## config.mk

```make
export PLATFORM = sky130hd
export DESIGN_NAME = fpga_msg_outbox
export DESIGN_NICKNAME = d
export VERILOG_FILES = /design/src/rtl/fpga_msg_outbox_pkg.sv /design/src/rtl/outbox_fifo_mem.sv /design/src/rtl/fpga_msg_outbox.sv
export SDC_FILE = /design/constraint.sdc
export NUM_CORES = 1
export LEC_CHECK = 0
export ABC_CLOCK_PERIOD_IN_PS = 10700
export CAP_MARGIN = 20
export CORE_MARGIN = 4
export CORE_UTILIZATION = 64
export CTS_CLUSTER_DIAMETER = 150
export DETAILED_ROUTE_END_ITERATION = 12
export PLACE_DENSITY = 0.84
export RECOVER_POWER = 50
export SKIP_CTS_REPAIR_TIMING = 1
export SYNTH_ARGS = -nofsm -noshare
export SYNTH_HDL_FRONTEND = slang
export SYNTH_SLANG_ARGS = --single-unit
```

## constraint.sdc

```tcl
create_clock -name CLK -period 10.7 [get_ports CLK]
set_input_delay 1.07 -clock CLK [delete_from_list [all_inputs] [get_ports CLK]]
set_output_delay 1.07 -clock CLK [all_outputs]
set_load 0.005 [all_outputs]
```

## src/rtl/fpga_msg_outbox_pkg.sv

```systemverilog
// Shared constants and types for the FPGA message outbox.
// The drain-FSM encodings are fixed so outbox_state can drive LEDs directly.
package fpga_msg_outbox_pkg;

   localparam logic [1:0] OUTBOX_IDLE  = 2'd0;
   localparam logic [1:0] OUTBOX_SEND  = 2'd1;
   localparam logic [1:0] OUTBOX_STALL = 2'd2;

   typedef enum logic [1:0] {
      StIdle  = OUTBOX_IDLE,
      StSend  = OUTBOX_SEND,
      StStall = OUTBOX_STALL
   } outbox_state_e;

endpackage

```

## src/rtl/outbox_fifo_mem.sv

```systemverilog
// Simple dual-port RAM with a registered read port; no reset on storage so it
// maps onto distributed RAM plus an output register.
module outbox_fifo_mem #(
   parameter int unsigned Width = 32,
   parameter int unsigned AddrW = 4
) (
   input  logic             clk_i,
   input  logic             wr_en_i,
   input  logic [AddrW-1:0] wr_addr_i,
   input  logic [Width-1:0] wr_data_i,
   input  logic             rd_en_i,
   input  logic [AddrW-1:0] rd_addr_i,
   output logic [Width-1:0] rd_data_o
);

   logic [Width-1:0] mem_q [2**AddrW];
   logic [Width-1:0] rd_data_q;

   always_ff @(posedge clk_i) begin
      if (wr_en_i) begin
         mem_q[wr_addr_i] <= wr_data_i;
      end
      if (rd_en_i) begin
         rd_data_q <= mem_q[rd_addr_i];
      end
   end

   assign rd_data_o = rd_data_q;

endmodule

```

## src/rtl/fpga_msg_outbox.sv

```systemverilog
// Buffers upstream FPGA messages and drains them into a crossbar FIFO,
// stalling on xb_wr_full and raising registered backpressure with slack.
module fpga_msg_outbox
   import fpga_msg_outbox_pkg::*;
#(
   parameter int unsigned XB_SIZE    = 32,
   parameter int unsigned DEPTH_LOG2 = 4,
   parameter int unsigned SLACK      = 2
) (
   input  logic               CLK,
   input  logic               RESET,
   input  logic               fpga_msg_valid,
   input  logic [XB_SIZE-1:0] fpga_msg,
   output logic               fpga_msg_full,
   input  logic               xb_wr_full,
   output logic               xb_wr_en,
   output logic [XB_SIZE-1:0] xb_wr_data,
   output logic               overflow,
   output logic [31:0]        msg_count,
   output logic [1:0]         outbox_state
);

   localparam int unsigned Depth  = 2 ** DEPTH_LOG2;
   localparam int unsigned Thresh = Depth - SLACK;
   localparam logic [DEPTH_LOG2:0]   DepthCnt   = Depth[DEPTH_LOG2:0];
   localparam logic [DEPTH_LOG2:0]   FullThresh = Thresh[DEPTH_LOG2:0];
   localparam logic [DEPTH_LOG2:0]   CntOne     = 1;
   localparam logic [DEPTH_LOG2-1:0] PtrOne     = 1;

   logic [DEPTH_LOG2-1:0] wr_ptr_q, wr_ptr_d;
   logic [DEPTH_LOG2-1:0] rd_ptr_q, rd_ptr_d;
   logic [DEPTH_LOG2:0]   count_q, count_d;
   outbox_state_e         state_q, state_d;
   logic                  wr_en_q, wr_en_d;
   logic                  full_q, full_d;
   logic                  overflow_q, overflow_d;
   logic [31:0]           msg_count_q, msg_count_d;
   logic                  accept;
   logic                  pop;

   always_comb begin
      accept = fpga_msg_valid && (count_q < DepthCnt);
      pop    = (count_q != '0) && !xb_wr_full;

      wr_ptr_d = accept ? wr_ptr_q + PtrOne : wr_ptr_q;
      rd_ptr_d = pop ? rd_ptr_q + PtrOne : rd_ptr_q;

      case ({accept, pop})
         2'b10:   count_d = count_q + CntOne;
         2'b01:   count_d = count_q - CntOne;
         default: count_d = count_q;
      endcase

      // Every state shares the same exits: stall on a blocked non-empty
      // buffer, send whenever an entry can go out, otherwise idle.
      if ((count_q != '0) && xb_wr_full) begin
         state_d = StStall;
      end else if (pop) begin
         state_d = StSend;
      end else begin
         state_d = StIdle;
      end

      wr_en_d     = pop;
      full_d      = (count_d >= FullThresh);
      overflow_d  = overflow_q || (fpga_msg_valid && (count_q == DepthCnt));
      msg_count_d = msg_count_q + {31'd0, wr_en_q};
   end

   always_ff @(posedge CLK) begin
      if (RESET) begin
         wr_ptr_q    <= '0;
         rd_ptr_q    <= '0;
         count_q     <= '0;
         state_q     <= StIdle;
         wr_en_q     <= 1'b0;
         full_q      <= 1'b0;
         overflow_q  <= 1'b0;
         msg_count_q <= '0;
      end else begin
         wr_ptr_q    <= wr_ptr_d;
         rd_ptr_q    <= rd_ptr_d;
         count_q     <= count_d;
         state_q     <= state_d;
         wr_en_q     <= wr_en_d;
         full_q      <= full_d;
         overflow_q  <= overflow_d;
         msg_count_q <= msg_count_d;
      end
   end

   // The RAM read register doubles as the xb_wr_data output register.
   outbox_fifo_mem #(
      .Width (XB_SIZE),
      .AddrW (DEPTH_LOG2)
   ) u_mem (
      .clk_i     (CLK),
      .wr_en_i   (accept),
      .wr_addr_i (wr_ptr_q),
      .wr_data_i (fpga_msg),
      .rd_en_i   (pop),
      .rd_addr_i (rd_ptr_q),
      .rd_data_o (xb_wr_data)
   );

   assign fpga_msg_full = full_q;
   assign xb_wr_en      = wr_en_q;
   assign overflow      = overflow_q;
   assign msg_count     = msg_count_q;
   assign outbox_state  = state_q;

endmodule

```

Word level (Yosys, flattened, before mapping) --
Memories as Yosys holds them, arrays and structs flattened. A register that Yosys moved wholly into a read port is not among the register bits. Cells that the tools add are included.
Word-level totals: register bits after elaboration 50, bits in latches 0, memory bits (writable) 512, memory bits (read-only) 0, input port bits 36, output and inout port bits 69, word-level logic and storage cells 33, memories kept 1
Operators by class: add/subtract/negate cells 5, $mul 0, divide/modulo/power cells 0, magnitude comparators 2, equality and inequality tests 3, shift operators 0, mux-type cells 5, bitwise operators 0, reductions and logical operators 8
Memories:
- u_mem.mem_q | depth 16, bits a word 32, read ports 1, clocked after Yosys merged registers in 1, write ports 1, RTL line outbox_fifo_mem.sv:16 | logic [Width-1:0] mem_q [2**AddrW];
Operators by type and width (number):
- $add 32x1->32 | 1
- $pmux 5 s2 | 1
- $add 4x1->4 const B | 2
- $add 5x1->5 const B | 1
- $eq 5x5->1 const B | 1
- $ge 5x4->1 const B | 1
- $lt 5x5->1 const B | 1
- $reduce_bool 5->1 | 1
- $sub 5x1->5 const B | 1
- $logic_and 1x1->1 | 4
- $mux 1 | 3
- $eq 2x1->1 const B | 1
- $eq 2x2->1 const B | 1
- $mux 2 | 1
- $reduce_or 2->1 | 1
- $logic_not 1->1 | 1
- $logic_or 1x1->1 | 1

Longest topological paths before layout --
Gate-level depths: netlist of run 1.
depth in word-level cells 5, mapped depth 11

Cells and area by module --
From an unflattened synthesis of run 1, not the netlist that was laid out.
Unflattened totals: cell total of the unflattened synthesis 1081, area total of the unflattened synthesis 22481.6 µm²
Modules (own cells, without submodules):
- outbox_fifo_mem | instances 1, cells an instance 838, area each 20174.3 µm²
- fpga_msg_outbox | instances 1, cells an instance 243, area each 2307.2 µm²

Least setup slack after synthesis of run 1 --
Ideal clock, no wire load.
path kind input port to flip-flop, start in fpga_msg_valid, end mem u_mem.mem_q[3][0], enable pin, library setup time 0.461 ns, arrival time 3.811 ns, path slack 6.428 ns, stages on the path 4, path buffers 1, path through nor2b_2 buf_2 nand2_1 nor3_1
On the way: word-level cells in the longest chain between the ends 3
Ends and longest elaborated chain:
- from (decl) | RTL line fpga_msg_outbox.sv:12 | input logic fpga_msg_valid,
- $logic_and 1x1->1 | RTL line fpga_msg_outbox.sv:42 | accept = fpga_msg_valid && (count_q < DepthCnt);
- $mux 1 | RTL line outbox_fifo_mem.sv:20 | if (wr_en_i) begin
- $mux 1 (implied by the code) | RTL line outbox_fifo_mem.sv:21 | mem_q[wr_addr_i] <= wr_data_i;
- to (decl) | RTL line outbox_fifo_mem.sv:16
Every way passes these cells.

Worst setup path after layout of run 1 --
start in xb_wr_full, end reg rd_ptr_q[3]
On the way: word-level cells in the longest chain between the ends 2
Ends and longest elaborated chain:
- from (decl) | RTL line fpga_msg_outbox.sv:15 | input logic xb_wr_full,
- $logic_not 1->1 | RTL line fpga_msg_outbox.sv:43 | pop = (count_q != '0) && !xb_wr_full;
- $logic_and 1x1->1 | RTL line fpga_msg_outbox.sv:43
- net pop | RTL line fpga_msg_outbox.sv:39 | logic pop;
- to (signal assigned) | RTL line fpga_msg_outbox.sv:82 | rd_ptr_q <= rd_ptr_d;
- to (decl) | RTL line fpga_msg_outbox.sv:31 | logic [DEPTH_LOG2-1:0] rd_ptr_q, rd_ptr_d;
The timed path passes the listed nets, and every way through them passes these cells. A chain may end at the register's enable or synchronous reset.

==> results.yml, run 1 <==
timing:
  max_freq_mhz: 238.1
  hold_viol: 0
  holdWs_ps: 477.6
  rsz0062_at_grt: "no"
  slew_violations: 88
  period_share: 0.3926
  setup_violations: 0
  period_minus_slack_ps: 4201
  finalClockSkew_ps: 20.35
  worst_pin_slew_ps: 2717
  relSlewSlack: -0.8112
  timing.final.ws_setup_ps: 6499
  finalSetupTns_ps: 0
cts:
  ctsLongestPathBuffers: 3
  cts_tree: "yes"
  cts_made_buffers: 56
  htreeDepth: 2
  clk_pin_slew_ps: 70
  insertion_delay_ps: 590
  clock_sinks: 594
  root_buffer: "clkbuf_16"
grt:
  grt_pass1_vias: 11470
  grt_use_total: 0.2630
  overflow: 0
  grt_antenna_before_repair: 1
  grt_max_degree: 71
  grt_first_pass_wirelength_um: 74730
drt:
  viasPerCell: 6.647
  antenna_left: 0
  dr_total_vias: 11060
  wirelength_um: 50550
  drtPass1Iterations: 5
  drtIter0Drc: 1404
  wl_per_cell_um: 30.38
  route.detailed.drc: 0
power:
  p_sw_frac: 0.2495
  switching_power_mw: 1.430
  power_density_nw_per_um2: 219.5
  pwr-share-comb: 0.174
  p_leak_nw: 8.068
  seqPwrFrac: 0.493
  internal_power_mw: 4.302
  vdd_drop_max_uv: 163.1
  p_total_mw: 5.733
  clkPwrFrac: 0.333
critical_path:
  critPathKind: "input port to flop"
  max_stage_delay_ps: 1930
  worst-path-buf-inv: 2
  rr_worst_depth: 7
  endpoint_kind: "flop"
  path_delay_family: "buffers and inverters"
  ff2ff_setup_slack_ps: 6900
  required_ps: 11050
  cp_slowest_cell: "clkbuf_1"
  cp-start-kind: "input port"
  crit_arrival_ps: 4550
  path_max_fanout: 36
  critical_path_depth: 6
  path_cells: "dlygate4sd3_1 > nor2_4 > clkbuf_1 > nand4_1 > xor2_1 > nor2_1"
logic_synthesis:
  yosysMostFrequentCell: "edfxtp_1"
  ys_warn_count: 0
  synth_edf_count: 544
  syn_inst: 1027
  yosysSeqAreaShare: 0.7705
  synth.area.top_cells: "edfxtp_1, mux4_2, dfxtp_1"
  async_flop_share: 0
  synth.distinct_cells: 41
  ys.flop_type: "edfxtp_1"
  syn-num-nets: 1072
  syn_area_per_cell_um2: 21.91
  synth_top_area_frac: 0.7260
  yosys-top-cells-count: "edfxtp_1, mux4_2, nor2_1"
  synth_area_leader_cell: "edfxtp_1"
  netlist_area_um2: 22500
  synth-seq-cells: 594
layout:
  final_nets: 1210
  num_antenna_cells: 0
  layout-drive-gt1-share: 0.2399
  multi_input_area_um2: 5046
  area_growth_syn_to_layout_pct: 16.09
  utilization: 0.7543
  seq_area_um2: 17350
  final.fill_count: 1729
floorplanning:
  num_rows: 68
  die_x_um: 195.5
  io_pins: 105
  core-area_um2: 34630
  start_util: 0.6498
  dieArea_um2: 38220
  fp.dieH_um: 195.5
outcome:
  violations: "max-capacitance violations, max-slew violations"
  status: "finished, violations left"
hold_path:
  min_path_type: "flop to flop"
  hold_depth: 2
placed_design:
  dp.final_hpwl_um: 25920
  port_buffers: 104
  gp_congestion: 0.7952
  place_ws_ps: 6744
job:
  maxCapViolations: 2
final timing paths:
kind                            startpoint          end
worst min-delay path              overflow     overflow
worst max-delay path            xb_wr_full  rd_ptr_q[3]
worst max register to register  count_q[2]  rd_ptr_q[3]
worst min register to register    overflow     overflow
sequential cells by signal, summed over array words and instances, names as in the netlist:
name and cells:
msg_count 32, xb_wr_en 1, u_mem.mem_q 512, outbox_state 2
fpga_msg_full 1, rd_ptr_q 4, wr_ptr_q 4, count_q 5
overflow 1, u_mem.rd_data_o 32
cell type report:
class                   instances  share of cell area
clock buffers                  68             0.05619
well taps                     455             0.02179
multi-input cells             375              0.1932
inverters                       9            0.001293
flip-flops and latches        594              0.6641
repair buffers                129             0.05307
clock inverters                34             0.01039
power groups by stage:
stage | clock (mW) | sequential (mW) | combinational, mW
finish | 1.91 | 2.83 | 0.995
global route | 2.04 | 2.84 | 1.05
CTS | 1.92 | 2.82 | 1.02
detailed placement | 0 | 2.87 | 0.990
global placement | 0 | 2.85 | 0.962
floorplan | 0 | 2.79 | 0.700
placed cells by master, fill, tap and decap left out, types with 3 or more instances in the layout:
cell and count:
nand3_1 8, nor3_2 4, xor2_1 20, clkbuf_1 13, nor2_4 13, buf_16 4
bufinv_16 4, dfxtp_1 46, clkinv_1 14, ha_1 9, buf_12 7, buf_4 13
nor3_1 6, or3_1 10, dlygate4sd3_1 54, clkinv_2 8, clkbuf_16 57, nand2_1 25
and3_1 3, o21ai_0 10, xnor2_1 14, clkinvlp_4 3, nand2b_1 4, edfxtp_1 544
inv_6 3, inv_1 9, nor2_1 42, mux4_2 160, nand4_1 7, clkdlybuf4s50_1 49
a21oi_1 12
stage by stage:
stage	cell area [um2]	instances
floorplan	22500	1027
global placement	24140	1551
detailed placement	24220	1555
CTS	25960	1657
global route	26120	1664
finish	26120	1664
cell families (layout without fill, tap and decap cells):
family / Yosys count / in the layout / synth area share
compound gates: 31 / 31 / 0.008452
flops: 594 / 594 / 0.7705
simple gates: 139 / 139 / 0.03131
fa+ha+maj: 9 / 9 / 0.005005
xor+xnor: 34 / 34 / 0.01323
mux: 162 / 162 / 0.1610
buf+inv: 58 / 240 / 0.01045
worst reg2reg max path: stages (launching register included):
cell      delay [ps]
dfxtp_1          540
nor4_2           110
and2_1           250
nor2_4           100
clkbuf_1        1930
nand4_1          330
xor2_1           240
nor2_1            70
layer usage:
layer	share of wire	global-route usage	up-vias
met5	0.00014	0	-
met1	0.36	0.3574	5813
met2	0.53	0.4473	608
li1	-	-	4520
met4	0.032	0.08275	2
met3	0.072	0.04434	117
(Power assumes the default switching activity.)
==> run 2: changes to the inputs <==
--- a/config.mk
+++ b/config.mk
@@ -5,13 +5,13 @@
 export SDC_FILE = /design/constraint.sdc
 export NUM_CORES = 1
 export LEC_CHECK = 0
-export ABC_CLOCK_PERIOD_IN_PS = 10700
+export ABC_CLOCK_PERIOD_IN_PS = 4300
 export CAP_MARGIN = 20
 export CORE_MARGIN = 4
-export CORE_UTILIZATION = 64
+export CORE_UTILIZATION = 60
 export CTS_CLUSTER_DIAMETER = 150
 export DETAILED_ROUTE_END_ITERATION = 12
-export PLACE_DENSITY = 0.84
+export PLACE_DENSITY = 0.79
 export RECOVER_POWER = 50
 export SKIP_CTS_REPAIR_TIMING = 1
 export SYNTH_ARGS = -nofsm -noshare
==> constraint.sdc (replaced) <==
create_clock -name CLK -period 4.3 [get_ports CLK]
set_input_delay 0.43 -clock CLK [delete_from_list [all_inputs] [get_ports CLK]]
set_output_delay 0.43 -clock CLK [all_outputs]
set_load 0.005 [all_outputs]
==> run 2 against run 1 <==
Against the previous run: the run now ends clean; first-iteration DRC count shrank 16%; clock power grew to 2.6 times the previous value; flip-flop and latch count is the same; sequential power grew 140%; register-to-register slack lost 5700 ps; hold slack lost 9.2 ps; count of clock-buffer cells in the layout shrank 5; highest routed layer is now met4.
==> results.yml, run 2 (synthesis results as in run 1) <==
drt:
  drtIter0Drc: 1174
  dr_total_vias: 10840
  antenna_left: 0
  route.detailed.drc: 0
  viasPerCell: 6.435
  wirelength_um: 47850
  wl_per_cell_um: 28.41
  drtPass1Iterations: 5
critical_path:
  cp-start-kind: "input port"
  critPathKind: "input port to flop"
  cp_slowest_cell: "nor2_1"
  max_stage_delay_ps: 810
  worst-path-buf-inv: 2
  endpoint_kind: "flop"
  required_ps: 4540
  path_max_fanout: 24
  path_cells: "clkdlybuf4s50_1 > nor2b_1 > nand2_1 > nor2_1 > buf_4"
  path_delay_family: "simple AND/OR/NAND/NOR gates"
  crit_arrival_ps: 3380
timing:
  finalSetupTns_ps: 0
  slew_violations: 0
  finalClockSkew_ps: 28.75
  relSlewSlack: 0.3533
  rsz0062_at_grt: "no"
  worst_pin_slew_ps: 967.8
  period_share: 0.7305
  period_minus_slack_ps: 3141
  max_freq_mhz: 318.4
  setup_violations: 0
  hold_viol: 0
power:
  clkPwrFrac: 0.344
  internal_power_mw: 10.90
  switching_power_mw: 3.460
  p_sw_frac: 0.2409
  seqPwrFrac: 0.479
  vdd_drop_max_uv: 415.3
  power_density_nw_per_um2: 550.0
  p_total_mw: 14.36
  p_leak_nw: 8.171
  pwr-share-comb: 0.178
grt:
  grt_max_degree: 79
  grt_antenna_before_repair: 0
  grt_first_pass_wirelength_um: 72950
  grt_pass1_vias: 11190
  grt_use_total: 0.2390
  overflow: 0
job:
  maxCapViolations: 0
hold_path:
  min_path_type: "flop to flop"
floorplanning:
  start_util: 0.6117
  dieArea_um2: 40660
  core-area_um2: 36790
  num_rows: 70
  fp.dieH_um: 201.7
  die_x_um: 201.7
  io_pins: 105
cts:
  ctsLongestPathBuffers: 3
  htreeDepth: 2
  root_buffer: "clkbuf_16"
  clk_pin_slew_ps: 60
  insertion_delay_ps: 600
  clock_sinks: 594
  cts_tree: "yes"
  cts_made_buffers: 55
layout:
  largest_register_ffs: 512
  layout-drive-gt1-share: 0.2434
  layout.cells.most_common_list: "edfxtp_1, mux4_2, dlygate4sd3_1"
  num_antenna_cells: 0
  final.fill_count: 2134
  max_flop_register: "u_mem.mem_q"
  final_nets: 1217
  final_common_cell: "edfxtp_1"
  area_growth_syn_to_layout_pct: 16.07
outcome:
  status: "complete, no violations"
placed_design:
  port_buffers: 104
  gp_congestion: 0.8156
  dp.final_hpwl_um: 25830
run 2: cell types whose count changed in the layout (fill, tap and decap cells not counted), sizes merged, moves of 5 or more:
cell,before,now
buf,24,34
dlygate4sd3,54,81
clkinvlp,5,0
bufinv,4,9
clkinv,22,28
clkbuf,70,63
clkdlybuf4s50,49,22
run 2: path summary, 6_finish.rpt:
check / from / cells after the start / slack, ps / to
max: fpga_msg_valid / 5 / 1160 / u_mem.mem_q[6][28]
min: overflow / 2 / 470 / overflow
max reg2reg: count_q[4] / 4 / 1180 / u_mem.mem_q[6][28]
min reg2reg: overflow / 2 / 470 / overflow
run 2: power groups by stage:
stage / combinational, mW / sequential, mW / clock (mW)
after floorplan: 1.74 / 6.95 / 0
after global placement: 2.59 / 7.00 / 0
after detailed placement: 2.62 / 7.01 / 0
after CTS: 2.67 / 6.90 / 5.01
after global routing: 2.75 / 6.91 / 5.27
final: 2.55 / 6.88 / 4.93
run 2: per-layer routing:
metal,vias up,share of wire,global-route usage
li1,4533,-,-
met1,5752,0.39,0.3364
met2,470,0.53,0.4033
met3,81,0.063,0.03739
met4,0,0.023,0.05981
met5,-,0,0
run 2: tightest hold or removal path: stages (launching register included):
cell and delay [ps]:
dfxtp_1 330, a31oi_1 40, nor2_1 70
run 2: layout make-up:
cell class / instances / area [um2] / share of cell area
inverter: 9 / 33.78 / 0.001294
sequential: 594 / 17350 / 0.6642
tap: 468 / 585.6 / 0.02242
timing repair buffer: 137 / 1346 / 0.05155
multi-input combinational: 375 / 4990 / 0.1911
clock buffer: 63 / 1406 / 0.05385
clock inverter: 38 / 407.9 / 0.01562
run 2: stage by stage:
step           std cells    util  setup WS, ps  instance area [um2]  hold WS (ps)
2_1_floorplan       1027       -         667.9                22500         460.5
3_3_place_gp        1581  0.6611          1010                24320         451.2
3_5_place_dp        1581  0.6611         941.4                24320         469.3
4_1_cts             1682  0.7104          1457                26130         447.4
5_1_grt             1684  0.7100         970.9                26120         516.8
6_report            1684  0.7100          1159                26120         468.3
==> run 3: changes to the inputs <==
--- a/config.mk
+++ b/config.mk
@@ -5,7 +5,7 @@
 export SDC_FILE = /design/constraint.sdc
 export NUM_CORES = 1
 export LEC_CHECK = 0
-export ABC_CLOCK_PERIOD_IN_PS = 4300
+export ABC_CLOCK_PERIOD_IN_PS = 3000
 export CAP_MARGIN = 20
 export CORE_MARGIN = 4
 export CORE_UTILIZATION = 60
==> constraint.sdc (replaced) <==
create_clock -name CLK -period 3 [get_ports CLK]
set_input_delay 0.3 -clock CLK [delete_from_list [all_inputs] [get_ports CLK]]
set_output_delay 0.3 -clock CLK [all_outputs]
set_load 0.005 [all_outputs]
==> run 3 against run 2 <==
Against the previous run: flip-flop and latch count did not move; non-clock buffer count up 14; combinational power is 46% higher; wire length is 2.6% higher; die area unchanged; critical endpoint is now u_mem.mem_q[10][2]; utilization is 0.85 points higher; sequential power rose by 44%; count of clock-buffer cells in the layout up 11.
==> results.yml, run 3 (synthesis results as in run 1) <==
critical_path:
  required_ps: 3280
  crit_arrival_ps: 3010
  cp-start-kind: "flop"
  endpoint_kind: "flop"
  path_max_fanout: 21
  critPathKind: "flop to flop"
timing:
  slew_violations: 0
  max_freq_mhz: 366.8
  relSlewSlack: 0.2996
  worst_pin_slew_ps: 1047
  period_share: 0.9088
  period_minus_slack_ps: 2726
  holdWs_ps: 387.8
  setup_violations: 0
  rsz0062_at_grt: "no"
  hold_viol: 0
  finalSetupTns_ps: 0
  finalClockSkew_ps: 19.46
drt:
  drtIter0Drc: 1106
  drtPass1Iterations: 6
  route.detailed.drc: 0
  antenna_left: 0
  wirelength_um: 49090
  dr_total_vias: 10780
  viasPerCell: 6.319
  wl_per_cell_um: 28.77
cts:
  clock_sinks: 594
  ctsLongestPathBuffers: 3
  insertion_delay_ps: 600
  cts_made_buffers: 57
  root_buffer: "clkbuf_16"
  cts_tree: "yes"
  htreeDepth: 2
  clk_pin_slew_ps: 60
outcome:
  status: "complete, no violations"
grt:
  grt_max_degree: 89
  grt_use_total: 0.2461
  overflow: 0
  grt_pass1_vias: 11260
  grt_antenna_before_repair: 5
  grt_first_pass_wirelength_um: 74070
layout:
  layout-drive-gt1-share: 0.2445
  area_growth_syn_to_layout_pct: 17.47
  final_common_cell: "edfxtp_1"
  largest_register_ffs: 512
  max_flop_register: "u_mem.mem_q"
  fin_cells: 1706
  final_nets: 1233
  layout.cells.most_common_list: "edfxtp_1, mux4_2, dlygate4sd3_1"
floorplanning:
  start_util: 0.6117
  core-area_um2: 36790
  fp.dieH_um: 201.7
  dieArea_um2: 40660
  die_x_um: 201.7
  num_rows: 70
  io_pins: 105
job:
  maxCapViolations: 0
placed_design:
  port_buffers: 104
  dp.final_hpwl_um: 25630
  dp_cells: 1597
  gp_congestion: 0.7994
power:
  vdd_drop_max_uv: 595.0
  power_density_nw_per_um2: 779.6
  p_leak_nw: 8.229
hold_path:
  min_path_type: "input port to flop"
==> run 3: final timing paths <==
kind	endpoint	slack (ps)	cells past startpoint	start
max	u_mem.mem_q[10][2]	270	5	count_q[4]
min	overflow	390	3	fpga_msg_valid
max reg2reg	u_mem.mem_q[10][2]	270	5	count_q[4]
min reg2reg	overflow	480	2	overflow
==> run 3: worst max-delay path, cell delays in order, from the launching register on <==
cell	delay [ps]
dfxtp_1	340
nor2b_1	290
clkbuf_1	320
nand2_1	280
nor2_1	860
buf_12	300
==> run 3: through the flow <==
| stage | utilization | setup WS (ps) | cell area, um2 | power (mW) |
|---|---|---|---|---|
| after global routing | 0.7184 | 84.95 | 26430 | 21.46 |
| after floorplan | - | 141.5 | 22520 | 12.45 |
| final | 0.7185 | 273.6 | 26430 | 20.60 |
| after CTS | 0.7197 | 85.03 | 26480 | 20.89 |
| after global placement | 0.6705 | 176.8 | 24660 | 13.80 |
| after detailed placement | 0.6705 | 104.0 | 24660 | 13.89 |
==> run 3: power by group <==
group	internal, mW	leakage [nW]	switching (mW)
Clock	4.02	0.881	2.95
Combinational	1.98	2.02	1.75
Sequential	9.63	5.33	0.280
Total	15.6	8.23	4.97
==> run 3: routing by layer <==
layer	vias to the layer above	global-route usage	wire length [um]
met5	-	0	0
met4	0	0.06348	882
met3	59	0.04255	3209
met2	458	0.4257	26420
met1	5699	0.3322	18570
li1	4564	-	-
==> run 3: cell type report <==
cell class | count | area [um2]
clock buffer | 74 | 1533
inverter | 9 | 33.78
clock inverter | 32 | 279.0
sequential | 594 | 17350
fill | 2081 | 10350
timing repair buffer | 151 | 1612
multi-input combinational | 375 | 5034
antenna | 3 | 7.507
tap | 468 | 585.6
